===== config.mk =====
export PLATFORM = sky130hd
export DESIGN_NAME = xlr8_pm_arb
export DESIGN_NICKNAME = d
export VERILOG_FILES = /design/src/rtl/xlr8_pm_arb.sv
export SDC_FILE = /design/constraint.sdc
export NUM_CORES = 1
export LEC_CHECK = 0
export BUFFER_PORTS_ARGS = -buffer_cell sky130_fd_sc_hd__buf_2
export CAP_MARGIN = 5
export CORE_MARGIN = 4
export CORE_UTILIZATION = 40
export DETAILED_ROUTE_END_ITERATION = 8
export PLACE_DENSITY = 0.85
export RECOVER_POWER = 50
export SLEW_MARGIN = 20
export SYNTH_ARGS = -nofsm -noshare
export SYNTH_HDL_FRONTEND = slang
export SYNTH_SLANG_ARGS = --single-unit

===== constraint.sdc =====
create_clock -name clk -period 1.4 [get_ports clk]
set_input_delay 0.28 -clock clk [delete_from_list [all_inputs] [get_ports clk]]
set_output_delay 0.28 -clock clk [all_outputs]
set_load 0.005 [all_outputs]

===== src/rtl/xlr8_pm_arb.sv =====
// Two-port program-memory arbiter: alternating-priority grant, one registered
// memory-port stage, and read responses routed back two cycles after the grant.
module xlr8_pm_arb #(
    parameter int PM_SIZE = 16
) (
    input  logic        clk,
    input  logic        rst_flash,
    input  logic        a_req,
    input  logic        b_req,
    input  logic        a_wr,
    input  logic        b_wr,
    input  logic [16:0] a_addr,
    input  logic [16:0] b_addr,
    input  logic [15:0] a_wdata,
    input  logic [15:0] b_wdata,
    output logic        a_gnt,
    output logic        b_gnt,
    output logic        a_rvalid,
    output logic        b_rvalid,
    output logic [15:0] a_rdata,
    output logic [15:0] b_rdata,
    output logic        pm_ce,
    output logic        pm_wr,
    output logic [16:0] pm_addr,
    output logic [15:0] pm_wr_data,
    input  logic [15:0] pm_rd_data,
    output logic        err_oor
);

    // 18 bits so that PM_SIZE=128 (2^17 words) still fits the bound.
    localparam logic [17:0] PM_WORDS = 18'(PM_SIZE * 1024);
    localparam logic        PORT_A   = 1'b0;
    localparam logic        PORT_B   = 1'b1;

    logic        r_last_gnt;
    logic        r_pm_ce;
    logic        r_pm_wr;
    logic [16:0] r_pm_addr;
    logic [15:0] r_pm_wdata;
    logic        r_err;
    logic        r_s1_rd;
    logic        r_s1_port;
    logic        r_s1_inr;
    logic        r_s2_rd;
    logic        r_s2_port;
    logic        r_s2_inr;

    logic        w_a_gnt;
    logic        w_b_gnt;
    logic        w_acc;
    logic        w_wr;
    logic [16:0] w_addr;
    logic [15:0] w_wdata;
    logic        w_inr;
    logic        w_rv;
    logic [15:0] w_rdata;

    // Under contention the port that did not win last time is served.
    assign w_a_gnt = !rst_flash && a_req && (!b_req || r_last_gnt == PORT_B);
    assign w_b_gnt = !rst_flash && b_req && (!a_req || r_last_gnt == PORT_A);
    assign w_acc   = w_a_gnt || w_b_gnt;
    assign w_wr    = w_b_gnt ? b_wr    : a_wr;
    assign w_addr  = w_b_gnt ? b_addr  : a_addr;
    assign w_wdata = w_b_gnt ? b_wdata : a_wdata;
    assign w_inr   = ({1'b0, w_addr} < PM_WORDS);

    always_ff @(posedge clk) begin
        if (rst_flash) begin
            r_last_gnt <= PORT_B;
            r_pm_ce    <= 1'b0;
            r_pm_wr    <= 1'b0;
            r_pm_addr  <= '0;
            r_pm_wdata <= '0;
            r_err      <= 1'b0;
            r_s1_rd    <= 1'b0;
            r_s1_port  <= PORT_A;
            r_s1_inr   <= 1'b0;
            r_s2_rd    <= 1'b0;
            r_s2_port  <= PORT_A;
            r_s2_inr   <= 1'b0;
        end else begin
            r_pm_ce   <= w_acc && w_inr;
            r_pm_wr   <= w_acc && w_inr && w_wr;
            r_err     <= w_acc && !w_inr;
            r_s1_rd   <= w_acc && !w_wr;
            r_s1_port <= w_b_gnt ? PORT_B : PORT_A;
            r_s1_inr  <= w_inr;
            if (w_acc) begin
                r_last_gnt <= w_b_gnt ? PORT_B : PORT_A;
                r_pm_addr  <= w_addr;
                r_pm_wdata <= w_wdata;
            end
            r_s2_rd   <= r_s1_rd;
            r_s2_port <= r_s1_port;
            r_s2_inr  <= r_s1_inr;
        end
    end

    // Responses still in flight when reset arrives are suppressed immediately.
    assign w_rv    = r_s2_rd && !rst_flash;
    assign w_rdata = (w_rv && r_s2_inr) ? pm_rd_data : 16'h0000;

    assign a_gnt      = w_a_gnt;
    assign b_gnt      = w_b_gnt;
    assign a_rvalid   = w_rv && (r_s2_port == PORT_A);
    assign b_rvalid   = w_rv && (r_s2_port == PORT_B);
    assign a_rdata    = a_rvalid ? w_rdata : 16'h0000;
    assign b_rdata    = b_rvalid ? w_rdata : 16'h0000;
    assign pm_ce      = r_pm_ce;
    assign pm_wr      = r_pm_wr;
    assign pm_addr    = r_pm_addr;
    assign pm_wr_data = r_pm_wdata;
    assign err_oor    = r_err && !rst_flash;

endmodule


=== Word-level counts from Yosys, hierarchy flattened ===
Index checks and enable logic that the tools add are counted.

* Output and inout bits: 72
* Input bits: 88
* Word-level logic and storage cells: 43
* Bits in registers: 43

* Reduce and logical (&&, ||, !) cells: 21
* $lt $le $gt $ge: 1
* Muxes and demuxes: 7
* Bitwise gates (word level): 2

{| class="wikitable"
|+ Operators by type and width
! kind !! count
|-
| $mux 16 || 4
|-
| $lt 17x15->1 const B || 1
|-
| $mux 17 || 1
|-
| $logic_and 1x1->1 || 13
|-
| $logic_not 1->1 || 5
|-
| $logic_or 1x1->1 || 3
|-
| $mux 1 || 2
|-
| $not 1->1 || 2
|}

=== Logic depth before layout (Yosys ltp) ===
Gate-level depths: netlist of the first run.

* Depth after elaboration: 7
* Mapped depth: 6
* Mapped depth without buffers: 3

=== Worst setup path before layout of the first run ===
OpenSTA, ideal clock, no wires.

* Path kind: input to output
* From: in rst_flash
* To: out a_rdata[10]
* Stages: 4
* Required time: 1120 ps
* Arrival time: 1085 ps
* Setup slack: 35 ps
* Path buffers: 2
* Path through: buf_2 nor3b_2 buf_2 and3_1

* Elaborated cells between the ends (all ways): 6
* Classes of those cells: 2 x mux; 4 x reduce/logical

{| class="wikitable"
|+ RTL lines
! element !! line !! RTL
|-
| start, declared || 7 || <nowiki>input logic rst_flash,</nowiki>
|-
| $logic_not 1->1 || 100 || <nowiki>assign w_rv = r_s2_rd && !rst_flash;</nowiki>
|-
| $logic_and 1x1->1 || 100 ||
|-
| $logic_and 1x1->1 || 105 || <nowiki>assign a_rvalid = w_rv && (r_s2_port == PORT_A);</nowiki>
|-
| named net a_rvalid || 18 || <nowiki>output logic a_rvalid,</nowiki>
|-
| $mux 16 || 107 || <nowiki>assign a_rdata = a_rvalid ? w_rdata : 16'h0000;</nowiki>
|-
| end, declared || 20 || <nowiki>output logic [15:0] a_rdata,</nowiki>
|}

The timed path passes the listed nets, and every way through them passes these cells.

=== Worst setup path in the final report of the first run ===
* From: reg r_s2_rd
* To: out a_rdata[12]

* Word-level cells in the longest chain between the ends: 4
* Elaborated cells between the ends (all ways): 5
* Classes of those cells: 2 x mux; 3 x reduce/logical

{| class="wikitable"
|+ RTL lines
! element !! line !! RTL
|-
| start, declared || 44 || <nowiki>logic r_s2_rd;</nowiki>
|-
| start signal, assigned || 93 || <nowiki>r_s2_rd <= r_s1_rd;</nowiki>
|-
| $logic_and 1x1->1 * || 100 ||
|-
| $logic_and 1x1->1 || 101 || <nowiki>assign w_rdata = (w_rv && r_s2_inr) ? pm_rd_data : 16'h0000;</nowiki>
|-
| $mux 16 || 101 ||
|-
| $mux 16 * || 107 ||
|}

Every way passes the cells marked *; elsewhere a longest branch is shown, timed or not.

==> metrics, run 1 <==
Yosys cell types 30; Max Cap Viol 0; top fanout value on the critical path 17; DRT Pass-1 Iters 4; largest net degree at the start of global routing 33; initial antenna violation count 0; Startpoint Class register; largest delay contributor family on the critical path simple AND/OR/NAND/NOR gates; Worst EP required around 1.1 ns; Finished Core Util 61.3%; RSZ-0062 raised after global routing true; Core ar. 0.00507 sq mm; GRT Resource Usage Total a little under a fifth; die height 80.3 um; htree depth 2; Mapped Area 0.00209 sq mm; P per Cell Area 938 mW/mm^2; Boundary Pins 160; Final Critical Period 1.53 ns; maximum VDD drop 0.565 mV; Largest stage delay, worst path about 0.32 ns; Final HPWL DP 5110 um; Yosys reg bits 43; WL per Instance 14.5 um; cells along the critical path nor3b_2 > buf_6 > and3_1 > buf_2; TNS Setup -3.31 ns; status finished, violations left; Hold-fix buffers, CTS 0; Post-Route WL 6680 um; I/O Buffers 159; maximum clock path buffer count 2; first-pass GRT wire length around 9800 um; Total Nets Final between 400 and 500; WS Path Type register to output pin; sequential fraction of the synthesis area 41.1%; total CTS buffers 5; vias in the first global route 2,235; clock skew 0.00524 ns; Slew Viols, Final 0; failing checks setup timing; CP Data Arrival Time 1.25 ns; final worst-path cycle share 109%; via count between 2,000 and 2,500; highest clock rate 0.654 GHz; Gate Count Post-Synth 234; vias per cell 5.33; die area ~0.0065 sq mm; CP max-delay cell dfxtp_1; Clock Root Buffer clkbuf_8; clock sinks 43; DR DRC count 0; Reg clk slew, reported paths ~0.070 ns; # rows 26; layout cell share with drive strength beyond 1 50.6%; worst skew pair latency 0.29 ns; critical path endpoint category output pin; relative slew slack 77.8%; Pleak 1.59 nW; total power 2.92 mW; Reg area ~860 sq um; RD Place Congestion 0.773; Hold Path Class input pin to register; Setup WS post-layout -0.129 ns; Die Wd around 80 um; n_diodes 0; Initial Util 41.2%; Area Overhead vs Synth 48.6%; final hold vios 0; Setup violations, final 33; TritonCTS clock tree yes; multi-input combinational cell area between 0.001 and 0.0015 sq mm; Mean Syn Cell Area 8.95 sq um; initial DRC count 105; synthesized net count about 320; Fillers approximately 420; total gr overflow 0; Post-DRT Antenna Nets 0; Worst-Margin Slew 0.332 ns; crit path buf inv count 2; yosys warns 0
## worst register-to-register path: stages (launching register included)
cell and delay (ns):
dfxtp_1 0.43, a21bo_4 0.20, buf_4 0.32, o22ai_1 0.17, nor3_2 0.18
## placed cells by master (no fill, tap or decap), types with 2 or more instances in the layout
cell      count
and3_1       32
nor3_1       41
o32a_1        3
buf_4        14
nor2b_1       4
buf_12        2
dfxtp_1      42
o22ai_1      26
nor2_1       13
clkbuf_1     14
o221a_1       6
buf_2       144
clkbuf_8      6
nor3_2       20
## where the power goes
group          total, mW  switching [mW]  leakage, nW  internal (mW)
sequential          1.35          0.0425        0.355           1.31
clock              0.984           0.407       0.0612          0.577
combinational      0.586           0.294         1.17          0.293
total               2.92           0.743         1.59           2.18
## final cells by class
type                    instances  area share [%]
multi-input cells             163            35.6
repair buffers                176            30.0
flip-flops and latches         43            27.7
well taps                      70            2.82
clock buffers                   6            2.65
clock inverters                 2            1.13
inverters                       1           0.121
## kinds of logic (layout without fill, tap and decap cells)
logic type | count (synthesis) | in the layout | synth area share, %
simple gates | 120 | 120 | 36.1
compound gates | 42 | 42 | 15.2
flops | 43 | 43 | 41.1
buf+inv | 28 | 185 | 7.11
mux | 1 | 1 | 0.478
## cell usage after synthesis (all sizes together)
cell,number,area (sq um)
and3,32,200
nand2,1,3.75
and3b,1,8.76
nand2b,2,12.5
nor2b,5,33.8
nand4bb,1,11.3
clkbuf,5,18.8
a21bo,1,10.0
buf,22,126
a211oi,2,20.0
o32a,3,30.0
o21ba,1,10.0
o21ai,2,10.0
mux2i,1,10.0
or4,1,7.51
inv,1,3.75
nor3,61,405
o221a,6,67.6
o211ai,1,7.51
o22ai,26,163
dfxtp,43,861
nor2,14,52.6
nor3b,2,20.0
## worst paths after layout
check,from,endpoint,slack (ns),cells after the start
worst max-delay path,r_s2_rd$_SDFF_PP0_,a_rdata[12],-0.13,4
worst min-delay path,a_addr[1],pm_addr[1]$_SDFFE_PP0P_,0.23,3
worst max register to register,r_last_gnt$_SDFFE_PP1P_,pm_wr_data[14]$_SDFFE_PP0P_,0.02,4
worst min register to register,r_s1_port$_SDFF_PP0_,r_s2_port$_SDFF_PP0_,0.44,1
## registers in the layout (all words and copies together) (netlist names)
name and count:
pm_addr 17, pm_ce 1, pm_wr 1, pm_wr_data 16
r_err 1, r_last_gnt 1, r_s1_inr 1, r_s1_port 1
r_s1_rd 1, r_s2_inr 1, r_s2_port 1, r_s2_rd 1
## routing by layer
metal / vias to the layer above / GRT usage (%) / wire length [um]
li1: 1187 / - / -
met1: 1119 / 19.0 / 2440
met2: 141 / 38.2 / 3440
met3: 12 / 4.93 / 743
met4: 0 / 5.07 / 61
met5: - / 0 / 0
## repair_timing
item,CTS,global route
buffers inserted,1,3
setup endpoints to repair,34,36
pin swaps,1,2
resized for setup,7,2
hold endpoints to repair,0,0
## metrics by stage
stage / hold WS, ns / cell area [sq um] / setup slack, ns / cells
floorplan: 0.414 / 2090 / 0.0345 / 234
global placement: 0.417 / 2980 / 0.0613 / 451
detailed placement: 0.436 / 2980 / -0.00230 / 451
CTS: 0.224 / 3100 / -0.145 / 458
global route: 0.222 / 3110 / -0.216 / 461
finish: 0.230 / 3110 / -0.129 / 461
(Power assumes the default switching activity.)
==> run 2: changes to the inputs <==
Settings changed: REMOVE_ABC_BUFFERS set to 1.
==> run 2 against run 1 <==
Net effect:
- the run still ends with setup timing left
- via count fell by 1.8%
- first-iteration DRC count is 21% lower
- critical endpoint is now b_rdata[9]
- sequential power hardly changed
- critical path type unchanged
- non-clock buffer count is 2 higher
- register-to-register slack gained 0.02 ns
- cell count increased by 0.65%
- critical path depth is 1 lower
==> metrics, run 2 (synthesized netlist as in run 1, its figures left out) <==
status finished, violations left; failing checks setup timing; CP Data Arrival Time 1.32 ns (+0.07 ns); clock skew 0.0119 ns (+0.00671 ns); total gr overflow 0 (unchanged); worst setup path start r_s2_port$_SDFF_PP0_; Core ar. 0.00507 sq mm (unchanged); WS Path Type register to output pin; commonest non-fill, non-tap cell in the layout buf_2; highest clock rate 0.626 GHz (-4.3%); clock sinks 43 (unchanged); total CTS buffers 5 (unchanged); Boundary Pins 160 (unchanged); Area Overhead vs Synth 49.4%; Post-Route WL 6960 um (+4.1%); Max Cap Viol 0 (unchanged); final worst-path cycle share 114% (+5.0 points); worst setup path end b_rdata[9]; Post-DRT Antenna Nets 0 (unchanged); Setup violations, final 34 (+3.0%); I/O Buffers 159 (unchanged); Initial Util 41.2% (unchanged); Startpoint Class register; die height 80.3 um (unchanged); worst skew pair latency 0.30 ns (about the same); Die Wd 80.3 um (unchanged); multi-input combinational cell area 0.00112 sq mm (+1.0%); final hold vios 0 (unchanged); maximum VDD drop 0.401 mV (-29%); total power 2.79 mW (-4.4%); Fillers 461 (+8.7%); critical path endpoint category output pin; vias in the first global route 2,271 (+1.6%); RSZ-0062 raised after global routing true; Worst-Margin Slew 0.301 ns (-0.0315 ns); hold_ws 0.223 ns (-0.00759 ns); worst reg-to-reg path cell count 6 (+2); most frequent cells in the layout buf_2 (146), nor3_1 (41), dfxtp_1 (41), and3_1 (32), o22ai_1 (26); Slew Viols, Final 0 (unchanged); Reg-to-Reg End pm_addr[6]$_SDFFE_PP0P_; Reg clk slew, reported paths 0.09 ns (+0.02 ns); # rows 26 (unchanged); layout cell share with drive strength beyond 1 51.5% (+0.88 points); TNS Setup -4.83 ns (-1.53 ns); n_diodes 0 (unchanged); Clock Root Buffer clkbuf_8; DRT Pass-1 Iters 4 (unchanged); first-pass GRT wire length 10,500 um (+6.6%); Setup WS post-layout -0.198 ns (-0.0694 ns); DR DRC count 0 (unchanged); top fanout value on the critical path 8 (-9); via count 2,415 (-1.8%); Hold Path Class input pin to register; R2R setup slack 0.04 ns (+0.02 ns); initial antenna violation count 0 (unchanged); vias per cell 5.20 (-2.4%); RD Place Congestion 0.823 (+6.5%); Total Nets Final 481 (+0.63%); Hold-fix buffers, CTS 0 (unchanged); number of flip-flops in the largest register 17 (unchanged); maximum clock path buffer count 2 (unchanged); GRT Resource Usage Total 20.5% (+1.5 points); htree depth 2 (unchanged); Reg area 863 sq um (+0.15%); WL per Instance 15.0 um (+3.5%); die area 0.00645 sq mm (unchanged); initial DRC count 83 (-21%); largest net degree at the start of global routing 41 (+24%); Reg2Reg Launch Point r_last_gnt$_SDFFE_PP1P_; P per Cell Area 892 mW/mm^2 (-4.9%); relative slew slack 79.8% (+1.9 points); Pleak 1.61 nW (+1.1%); min-delay src a_wdata[3]; Worst EP required 1.12 ns (about the same); TritonCTS clock tree yes; Final HPWL DP 5140 um (+0.70%); Final Critical Period 1.60 ns (+0.0694 ns)
==> run 2: per-layer routing <==
layer	vias up	global-route usage (%)	routed length (um)
met4	0	7.09	75
met5	-	0	0
met3	6	5.94	678
met2	119	38.1	3530
li1	1197	-	-
met1	1093	21.9	2670
==> run 2: how the worst min path moves through the flow <==
stage,slack [ns],depth (start not counted),to
after detailed placement,0.43,1,r_s2_inr$_SDFF_PP0_
after global placement,0.42,1,r_s2_inr$_SDFF_PP0_
after CTS,0.21,3,pm_wr_data[3]$_SDFFE_PP0P_
after global routing,0.22,3,pm_wr_data[4]$_SDFFE_PP0P_
after floorplan,0.35,1,pm_addr[0]$_SDFFE_PP0P_
final,0.22,3,pm_wr_data[3]$_SDFFE_PP0P_
==> run 2: power breakdown <==
group          total (mW)  switching (mW)  internal (mW)
sequential           1.35          0.0451           1.31
clock               0.846           0.443          0.404
combinational       0.593           0.293          0.300
total                2.79           0.780           2.01
==> run 2: per-stage QoR <==
| step | setup WS, ns | instance area [sq um] | std cells | util [%] |
|---|---|---|---|---|
| after floorplan | -0.184 | 1950 | 207 | - |
| after global placement | 0.0208 | 3010 | 453 | 59.3 |
| after detailed placement | -0.00941 | 3010 | 453 | 59.3 |
| after CTS | -0.162 | 3130 | 463 | 61.6 |
| after global routing | -0.247 | 3130 | 464 | 61.6 |
| final | -0.198 | 3130 | 464 | 61.6 |
==> run 2: critical path: stages, from the launching register on <==
cell	delay, ns
dfxtp_2	0.37
and3b_1	0.35
and3_1	0.20
buf_2	0.11
==> run 2: final cells by class <==
class / count / share of cell area [%]
clock buffer: 6 / 2.64
sequential: 43 / 27.6
timing repair buffer: 178 / 30.7
clock inverter: 2 / 0.440
multi-input combinational: 164 / 35.7
inverter: 1 / 0.120
tap: 70 / 2.80
==> run 2: what timing repair did <==
action | CTS | global route
setup endpoints to repair | 36 | 38
gates cloned | 0 | 1
gates resized for setup | 7 | 4
pin swaps | 2 | 1
setup buffers | 4 | 1
